**config.mk**
```make
export PLATFORM = sky130hd
export DESIGN_NAME = mac_seq_ctrl
export DESIGN_NICKNAME = d
export VERILOG_FILES = /design/src/rtl/mac_seq_ctrl.sv
export SDC_FILE = /design/constraint.sdc
export NUM_CORES = 1
export LEC_CHECK = 0
export CELL_PAD_IN_SITES_DETAIL_PLACEMENT = 0
export CELL_PAD_IN_SITES_GLOBAL_PLACEMENT = 2
export CORE_MARGIN = 2
export CORE_UTILIZATION = 19
export CTS_CLUSTER_DIAMETER = 60
export DETAILED_ROUTE_END_ITERATION = 10
export HOLD_SLACK_MARGIN = 0.15
export PLACE_DENSITY = 0.95
export SLEW_MARGIN = 20
export SYNTH_ARGS = -nofsm -noshare
export SYNTH_HDL_FRONTEND = slang
export SYNTH_SLANG_ARGS = --single-unit
```
**constraint.sdc**
```tcl
create_clock -name clk -period 3.5 [get_ports clk]
set_input_delay 0.525 -clock clk [delete_from_list [all_inputs] [get_ports clk]]
set_output_delay 0.525 -clock clk [all_outputs]
set_load 0.05 [all_outputs]
```
**src/rtl/mac_seq_ctrl.sv**
```systemverilog
// mac_seq_ctrl: sequences one dot-product job through the MAC wrapper.
// A job is a cfg cycle, an enable-framed stream of valid beats, then a
// single read cycle whose captured result is offered on a valid/ready port.
module mac_seq_ctrl #(
  parameter int LEN_W = 8
) (
  input  logic             clk,
  input  logic             rst_n,
  input  logic             cmd_valid,
  output logic             cmd_ready,
  input  logic [LEN_W-1:0] cmd_len,
  input  logic             cmd_mode,
  input  logic             op_valid,
  output logic             op_ready,
  input  logic [15:0]      op_a,
  input  logic [15:0]      op_b,
  output logic             mac_enable,
  output logic             mac_valid,
  output logic             mac_read,
  output logic             mac_cfg,
  output logic             mac_mode,
  output logic [15:0]      mac_in_a,
  output logic [15:0]      mac_in_b,
  input  logic [15:0]      mac_out,
  input  logic             mac_error,
  output logic             res_valid,
  input  logic             res_ready,
  output logic [15:0]      res_data,
  output logic             res_error,
  output logic             busy
);

  typedef enum logic [2:0] {
    ST_IDLE = 3'd0,
    ST_CFG  = 3'd1,
    ST_RUN  = 3'd2,
    ST_HOLD = 3'd3,
    ST_READ = 3'd4
  } state_t;

  localparam logic [LEN_W-1:0] LEN_ZERO = {LEN_W{1'b0}};
  localparam logic [LEN_W-1:0] LEN_ONE  = {{(LEN_W-1){1'b0}}, 1'b1};

  state_t           state_r;
  state_t           state_s;
  logic [LEN_W-1:0] len_r;
  logic             mode_r;
  logic             err_acc_r;
  logic             res_valid_r;
  logic [15:0]      res_data_r;
  logic             res_error_r;
  logic             beat_s;

  // A beat is accepted only while streaming and the producer offers a pair.
  assign beat_s = (state_r == ST_RUN) && op_valid;

  // State register; reset abandons any job in flight.
  always_ff @(posedge clk or negedge rst_n) begin
    if (!rst_n) begin
      state_r <= ST_IDLE;
    end else begin
      state_r <= state_s;
    end
  end

  // Next-state: READ is entered only once the result slot is free, so a
  // pending result is never overwritten; HOLD keeps the MAC frozen meanwhile.
  always_comb begin
    state_s = state_r;
    case (state_r)
      ST_IDLE: begin
        if (cmd_valid) begin
          state_s = ST_CFG;
        end else begin
          state_s = ST_IDLE;
        end
      end
      ST_CFG: begin
        if (len_r != LEN_ZERO) begin
          state_s = ST_RUN;
        end else if (res_valid_r) begin
          state_s = ST_HOLD;
        end else begin
          state_s = ST_READ;
        end
      end
      ST_RUN: begin
        if (beat_s && (len_r == LEN_ONE)) begin
          if (res_valid_r) begin
            state_s = ST_HOLD;
          end else begin
            state_s = ST_READ;
          end
        end else begin
          state_s = ST_RUN;
        end
      end
      ST_HOLD: begin
        if (!res_valid_r) begin
          state_s = ST_READ;
        end else begin
          state_s = ST_HOLD;
        end
      end
      ST_READ: state_s = ST_IDLE;
      default: state_s = ST_IDLE;
    endcase
  end

  // Job context: length countdown, mode, and error accumulated over the stream.
  always_ff @(posedge clk or negedge rst_n) begin
    if (!rst_n) begin
      len_r     <= LEN_ZERO;
      mode_r    <= 1'b0;
      err_acc_r <= 1'b0;
    end else begin
      if ((state_r == ST_IDLE) && cmd_valid) begin
        len_r     <= cmd_len;
        mode_r    <= cmd_mode;
        err_acc_r <= 1'b0;
      end else begin
        if (beat_s) begin
          len_r <= len_r - LEN_ONE;
        end
        if ((state_r == ST_RUN) || (state_r == ST_HOLD)) begin
          err_acc_r <= err_acc_r | mac_error;
        end
      end
    end
  end

  // Result slot: loaded on READ, held stable until the consumer takes it.
  always_ff @(posedge clk or negedge rst_n) begin
    if (!rst_n) begin
      res_valid_r <= 1'b0;
      res_data_r  <= 16'd0;
      res_error_r <= 1'b0;
    end else if (state_r == ST_READ) begin
      res_valid_r <= 1'b1;
      res_data_r  <= mac_out;
      res_error_r <= err_acc_r | mac_error;
    end else if (res_valid_r && res_ready) begin
      res_valid_r <= 1'b0;
    end
  end

  // Output decode; enable stays high from the first beat through READ so the
  // MAC never sees enable drop between its last valid and its read.
  always_comb begin
    cmd_ready  = 1'b0;
    op_ready   = 1'b0;
    busy       = 1'b1;
    mac_enable = 1'b0;
    mac_valid  = 1'b0;
    mac_read   = 1'b0;
    mac_cfg    = 1'b0;
    mac_in_a   = 16'd0;
    mac_in_b   = 16'd0;
    case (state_r)
      ST_IDLE: begin
        cmd_ready = 1'b1;
        busy      = 1'b0;
      end
      ST_CFG: begin
        mac_cfg = 1'b1;
      end
      ST_RUN: begin
        op_ready   = 1'b1;
        mac_enable = 1'b1;
        mac_valid  = op_valid;
        mac_in_a   = op_a;
        mac_in_b   = op_b;
      end
      ST_HOLD: begin
        mac_enable = 1'b1;
      end
      ST_READ: begin
        mac_enable = 1'b1;
        mac_read   = 1'b1;
      end
      default: begin
        busy = 1'b1;
      end
    endcase
  end

  assign mac_mode  = mode_r;
  assign res_valid = res_valid_r;
  assign res_data  = res_data_r;
  assign res_error = res_error_r;

endmodule

```
# After elaboration in Yosys (flattened, before gate mapping)
# Index checks and enable logic that the tools add are counted.
op_classes:
  n_reduce_logical: 11
  eq_ne: 5
  muxes: 20
  bitwise: 1
  n_addsub: 1
op_table:
  columns: ["op", "n"]
  rows:
  - ["16-bit two-way mux", 2]
  - ["8-bit two-way mux", 2]
  - ["1-bit two-way mux", 12]
  - ["3-bit case mux with 4 select lines", 1]
  - ["3-bit two-way mux", 3]
  - ["8-bit by 1-bit equality test with 1-bit output, second input constant", 1]
  - ["8-bit nonzero test", 1]
  - ["8-bit by 1-bit subtractor with 8-bit output, second input constant", 1]
  - ["3-bit by 2-bit equality test with 1-bit output, second input constant", 2]
  - ["2-bit nonzero test", 3]
  - ["1-bit logical AND", 4]
  - ["3-bit by 1-bit equality test with 1-bit output, second input constant", 1]
  - ["3-bit equality test, second input constant", 1]
  - ["3-bit logical NOT", 1]
  - ["3-bit OR reduction", 1]
  - ["1-bit logical OR", 1]
  - ["1-bit bitwise OR", 1]
totals:
  in_bits: 63
  regBits: 31
  word_cells: 45

# Logic depth before layout (Yosys ltp)
# Gate-level depths: netlist of run 1.
depth:
  depth_word: 5
  depth_mapped: 7
  mapped_depth_nobuf: 6

# Worst setup path before layout of run 1
# OpenSTA, ideal clock, no wires.
synth_path:
  kind: "register to output"
  from: "register state_r[0]"
  to: "output busy"
  t_arrival_ns: 2.239
  stages_incl_launch_ff: 4
  path_slack_ns: 0.736
  cell_sequence: "dfrtp_1 buf_2 nor3_1 inv_1"
synth_via:
  elab_chain_cells: 2
synth_rtl:
  columns: ["element", "line", "source"]
  rows:
  - ["from (decl)", "44", "state_t state_r;"]
  - ["from (signal assigned)", "62", "state_r <= state_s;"]
  - ["3-bit logical NOT", "159", "case (state_r)"]
  - ["1-bit two-way mux", "159", null]
  - ["to (decl)", "30", "output logic busy"]
# No other way between the ends.

# Worst setup path after layout of run 1
layout_path:
  from: "register state_r[2]"
  to: "output mac_in_b[8]"
layout_via:
  elab_chain_cells: 2
layout_rtl:
  columns: ["element", "line", "source"]
  rows:
  - ["3-bit by 2-bit equality test with 1-bit output", "159", null]
  - ["16-bit two-way mux", "159", null]
  - ["to (decl)", "23", "output logic [15:0] mac_in_b,"]
# No other way between the ends.

==> impl_metrics.py, run 1 <==
metrics = {
    "grt": {
        "grt_pass1_vias": 1634,
        "grt_max_degree": 34,
        "grt_remaining_overflow": 0,
        "grt_first_pass_wirelength_um": 8290,
        "antenna_found_initial": 0,
        "track_usage_pct": 10.9,
    },
    "power": {
        "peakVddDrop_v": 0.000380,
        "intPower_mw": 1.48,
        "p_sw_mw": 1.80,
        "pwr-share-comb_pct": 71.5,
        "sw_frac_of_total_pct": 54.7,
        "p_leak_nw": 1.30,
        "power_density_nw_per_um2": 1080,
        "seq_power_share_pct": 20.4,
        "clkPwrFrac_pct": 8.1,
    },
    "sta": {
        "tightest_slew_ns": 0.527,
        "finClkSkew_ns": 0.00678,
        "setup-violations-final": 0,
        "slew_headroom_pct": 64.8,
        "period_share_pct": 79.8,
        "rsz0062_at_grt": "false",
        "slew_violations": 0,
        "period_needed_ns": 2.79,
        "holdWs_ns": 0.448,
        "fmax_mhz": 358,
        "fin_setup_tns_ns": 0,
        "hold_violations": 0,
    },
    "routing": {
        "viasPerCell": 4.08,
        "drc": 0,
        "dr_wl_met3_um": 493,
        "wl_per_cell_um": 12.5,
        "drt-initial-drc-count": 36,
        "dr_wl_met2_um": 2510,
        "top_layer": "met4",
        "postRouteAntennaNets": 0,
        "dr_total_vias": 1716,
        "wl_met1_um": 2080,
        "drtPass1Iterations": 4,
        "drt_wl_total_um": 5240,
    },
    "cts": {
        "clk_latency_ns": 0.28,
        "cts.htree.levels": 2,
        "cts_tree": "built",
        "cts_resized": 0,
        "clock_path_buffers": 2,
        "cts_buffers": 5,
        "hold_buffers": 0,
        "path_clk_slew_ns": 0.07,
        "clock_sinks": 31,
        "root_buffer": "clkbuf_8",
        "cts_setup_buffers": 0,
    },
    "synthesis": {
        "netlist_area_um2": 1640,
        "synth.cells.most_frequent": "63 x nand2_1, 33 x and2_1, 31 x dfrtp_1",
        "synth_edf_count": 0,
        "ys_ff_latch": 31,
        "synth_top_area_share_pct": 47.2,
        "async_reset_ff_share_pct": 100,
        "synth_ff_type": "dfrtp_1",
        "synth_area_leaders": "dfrtp_1 47%, nand2_1 14%, and2_1 13%",
        "synth_nets": 258,
        "ys_warn_count": 0,
        "syn_inst": 192,
        "ys_seq_area_share_pct": 47.2,
        "avgSynthCellArea_um2": 8.56,
        "synth_area_leader_cell": "dfrtp_1",
        "synthDistinctLibCells": 35,
        "yosysMostFrequentCell": "nand2_1",
    },
    "min_path": {
        "hold_path_depth": 1,
        "hp-class": "flip-flop to flip-flop",
    },
    "critical_path": {
        "cp_max_fo": 33,
        "r2r_end": "mac_mode",
        "arrival_ns": 2.27,
        "startpoint_type": "flip-flop",
        "cp.required_ns": 2.97,
        "crit_path_end_kind": "output pin",
        "rr_worst_depth": 3,
        "r2r_start": "state_r[1]",
        "regToRegSetupSlack_ns": 1.75,
        "worstSetupPathType": "flip-flop to output pin",
        "crit_start": "state_r[2]",
        "crit_end": "mac_in_b[8]",
    },
    "floorplan": {
        "die_w_um": 97.0,
        "dieArea_um2": 9410,
        "start_util_pct": 19.8,
        "die_h_um": 97.0,
        "io_pins": 121,
        "coreArea_um2": 8300,
        "row_count": 33,
    },
    "status": {
        "outcome": "finished, final reports clean",
    },
    "placed_design": {
        "routabilityCongestion": 0.904,
        "place.detailed.hpwl_um": 4120,
        "dp_cells": 413,
        "portBuffers": 120,
        "dpl_cell_area_um2": 2960,
    },
    "run": {
        "drv_cap": 0,
    },
    "finish": {
        "synthToLayoutAreaGrowth_pct": 85.0,
        "design_area_um2": 3040,
        "nets": 381,
        "multi_input_area_um2": 798,
        "seq_area_um2": 776,
        "drive_above_1_share_pct": 7.91,
        "nFillCells": 821,
        "antenna_cells": 0,
        "fin_cells": 421,
    },
}
-- cell type report --
class / count / share of cell area (%)
flip-flops and latches: 31 / 25.5
inverters: 5 / 0.617
clock buffers: 7 / 2.51
well taps: 105 / 4.32
multi-input cells: 146 / 26.2
clock inverters: 1 / 0.165
repair buffers: 126 / 40.6
-- per-layer routing --
layer / vias up / track usage [%]
met4: 0 / 4.77
met1: 758 / 12.1
met5: - / 0
met3: 11 / 3.97
met2: 96 / 18.8
li1: 851 / -
-- through the flow --
| step | total power, mW | util, % | worst slack, ns |
|---|---|---|---|
| after detailed placement | 3.04 | 35.7 | 0.989 |
| final | 3.28 | 36.7 | 0.707 |
| after CTS | 3.32 | 36.7 | 0.676 |
| after global routing | 3.48 | 36.7 | 0.558 |
| after global placement | 3.02 | 35.7 | 0.970 |
| after floorplan | 2.24 | - | 0.736 |
-- worst max-delay path, cell delays in order (launching register included) --
cell	delay, ns
dfrtp_1	0.45
nand2b_1	0.21
nor2_1	0.10
buf_4	0.26
and2_1	0.17
clkdlybuf4s50_1	0.80
-- how the worst min path moves through the flow --
stage                   start          to  slack [ns]
floorplan               rst_n   err_acc_r        0.23
global placement    res_valid  state_r[2]        0.45
CTS                 res_valid  state_r[2]        0.45
finish              res_valid  state_r[2]        0.45
global route        res_valid  state_r[2]        0.48
detailed placement  res_valid  state_r[2]        0.44
-- cells in the final DEF, fill, tap and decap left out, drive strengths merged, types with 3 or more instances in the layout --
master,Yosys,routed
dfrtp,31,31
clkbuf,4,7
nand2,63,63
nor2,7,7
buf,6,15
xor2,5,5
and2,33,33
ha,3,3
clkdlybuf4s50,0,111
o21ai,12,12
inv,4,4
-- power by group through the flow --
stage | Combinational (mW) | Clock (mW) | Sequential [mW]
finish | 2.35 | 0.265 | 0.668
global route | 2.48 | 0.296 | 0.700
CTS | 2.37 | 0.279 | 0.671
detailed placement | 2.37 | 0 | 0.675
global placement | 2.35 | 0 | 0.670
floorplan | 1.19 | 0 | 1.04
-- flip-flops by register name, indices dropped and copies added, names as in the netlist --
name and cells:
res_error 1, state_r 3, err_acc_r 1, mac_mode 1
res_data 16, len_r 8, res_valid 1
-- cells by family after synthesis --
group | Yosys count | share of synthesized area, %
fa+ha+maj | 3 | 2.28
mux | 1 | 0.685
compound gates | 18 | 6.55
flops | 31 | 47.2
simple gates | 117 | 35.3
buf+inv | 15 | 4.26
xor+xnor | 7 | 3.73
Power figures use the tool's default switching activity.
==> run 2, diff against run 1 <==
--- a/config.mk
+++ b/config.mk
@@ -8,11 +8,11 @@
 export CELL_PAD_IN_SITES_DETAIL_PLACEMENT = 0
 export CELL_PAD_IN_SITES_GLOBAL_PLACEMENT = 2
 export CORE_MARGIN = 2
-export CORE_UTILIZATION = 19
+export CORE_UTILIZATION = 17
 export CTS_CLUSTER_DIAMETER = 60
 export DETAILED_ROUTE_END_ITERATION = 10
 export HOLD_SLACK_MARGIN = 0.15
-export PLACE_DENSITY = 0.95
+export PLACE_DENSITY = 0.88
 export SLEW_MARGIN = 20
 export SYNTH_ARGS = -nofsm -noshare
 export SYNTH_HDL_FRONTEND = slang
==> constraint.sdc (replaced) <==
create_clock -name clk -period 2.64 [get_ports clk]
set_input_delay 0.396 -clock clk [delete_from_list [all_inputs] [get_ports clk]]
set_output_delay 0.396 -clock clk [all_outputs]
set_load 0.05 [all_outputs]
==> impl_metrics.py, run 2 (synthesis results as in run 1) <==
metrics = {
    "min_path": {
        "hp-class": "flip-flop to flip-flop",
        "hold_path_depth": 1,
    },
    "critical_path": {
        "startpoint_type": "flip-flop",
        "cp_max_fo": 8,
        "crit_path_end_kind": "output pin",
        "worstSetupPathType": "flip-flop to output pin",
        "crit_family": "buffers and inverters",
        "rr_worst_depth": 3,
        "cp_cell_sequence": "nor3_1, clkdlybuf4s50_1",
        "slowest_delay_ns": 0.88,
        "worst-path-buf-inv": 1,
        "arrival_ns": 1.96,
        "cp_slowest_cell": "clkdlybuf4s50_1",
        "path_depth": 2,
        "cp.required_ns": 2.24,
    },
    "finish": {
        "synthToLayoutAreaGrowth_pct": 107,
        "antenna_cells": 0,
        "nets": 381,
        "multi_input_area_um2": 798,
        "drive_above_1_share_pct": 16.2,
        "final_common_cell": "clkdlybuf4s50_1",
        "layout_common_cells": "84 x clkdlybuf4s50_1, 63 x nand2_1, 34 x buf_12",
        "fin_cells": 443,
        "seq_area_um2": 776,
        "largest_reg_flops": 16,
        "design_area_um2": 3410,
        "nFillCells": 949,
        "fin_util_pct": 36.5,
    },
    "sta": {
        "tightest_slew_ns": 0.534,
        "slew_headroom_pct": 64.3,
        "rsz0062_at_grt": "false",
        "fin_setup_tns_ns": 0,
        "finClkSkew_ns": 0.00282,
        "setup-violations-final": 0,
        "fmax_mhz": 424,
        "slew_violations": 0,
        "fin_ws_ns": 0.282,
        "period_share_pct": 89.3,
        "holdWs_ns": 0.470,
        "period_needed_ns": 2.36,
        "hold_violations": 0,
    },
    "status": {
        "outcome": "finished, final reports clean",
    },
    "placed_design": {
        "routabilityCongestion": 0.711,
        "dpl_cell_area_um2": 3340,
        "portBuffers": 120,
        "pre_cts_ws_ns": 0.563,
        "dp_cells": 437,
        "place.detailed.hpwl_um": 4460,
    },
    "grt": {
        "grt_pass1_vias": 1672,
        "grt_max_degree": 34,
        "track_usage_pct": 10.4,
        "grtUsageMet3_pct": 3.76,
        "busiest_layer": "met2",
        "grt_util_met1_pct": 11.4,
        "antenna_found_initial": 0,
        "grtUsageMet2_pct": 18.4,
        "grt_first_pass_wirelength_um": 8330,
        "grt_remaining_overflow": 0,
    },
    "routing": {
        "postRouteAntennaNets": 0,
        "dr_total_vias": 1741,
        "drc": 0,
        "drt_wl_total_um": 5570,
        "drtPass1Iterations": 2,
        "wl_per_cell_um": 12.6,
        "drt-initial-drc-count": 45,
        "viasPerCell": 3.93,
    },
    "cts": {
        "clock_path_buffers": 2,
        "hold_buffers": 0,
        "clk_latency_ns": 0.28,
        "cts_buffers": 5,
        "cts_resized": 0,
        "root_buffer": "clkbuf_8",
        "cts_setup_buffers": 0,
        "cts.htree.levels": 2,
        "cts_tree": "built",
        "path_clk_slew_ns": 0.06,
        "clock_sinks": 31,
    },
    "floorplan": {
        "dieArea_um2": 10500,
        "die_h_um": 102,
        "io_pins": 121,
        "row_count": 35,
        "start_util_pct": 17.6,
        "coreArea_um2": 9330,
        "die_w_um": 102,
    },
    "power": {
        "p_leak_nw": 1.46,
        "peakVddDrop_v": 0.000507,
        "power_density_nw_per_um2": 1440,
        "p_total_mw": 4.90,
    },
    "run": {
        "drv_cap": 0,
    },
}
## run 2: cell count changes in the layout (fill, tap and decap cells not counted)
cell | previous run | this run
buf_12 | 1 | 34
clkdlybuf4s50_1 | 111 | 84
clkbuf_1 | 2 | 1
clkinv_2 | 1 | 0
buf_4 | 14 | 8
## run 2: path summary, 6_finish.rpt
| check | slack (ns) | to | from |
|---|---|---|---|
| worst max-delay path | 0.28 | cmd_ready | state_r[1] |
| worst min-delay path | 0.47 | state_r[2] | res_valid |
| worst max register to register | 0.84 | mac_mode | state_r[1] |
| worst min register to register | 0.47 | state_r[2] | res_valid |
| max in group asynchronous | 1.82 | res_data[4] | rst_n |
| min in group asynchronous | 0.52 | len_r[3] | rst_n |
## run 2: final cells by class
class / instances / share of cell area [%]
Clock buffer: 6 / 2.13
Inverter: 5 / 0.551
Multi-Input combinational cell: 146 / 23.4
Sequential cell: 31 / 22.8
Tap cell: 129 / 4.74
Timing Repair Buffer: 126 / 46.4
## run 2: worst register-to-register path, cell delays in order (launching register included)
cell     delay [ns]
dfrtp_1        0.45
nor3_1         0.36
and2_1         0.49
mux2_2         0.39
## run 2: power breakdown
part           switching [mW]  leakage (nW)  internal (mW)  total [mW]
combinational            2.14          1.05           1.52        3.66
sequential              0.181         0.369          0.714       0.895
clock                   0.165        0.0371          0.175       0.340
total                    2.49          1.46           2.41        4.90
## run 2: routing by layer
layer,up-vias,part of all wire (%)
li1,852,-
met3,6,11
met4,0,1.3
met2,93,47
met1,790,40
met5,-,0
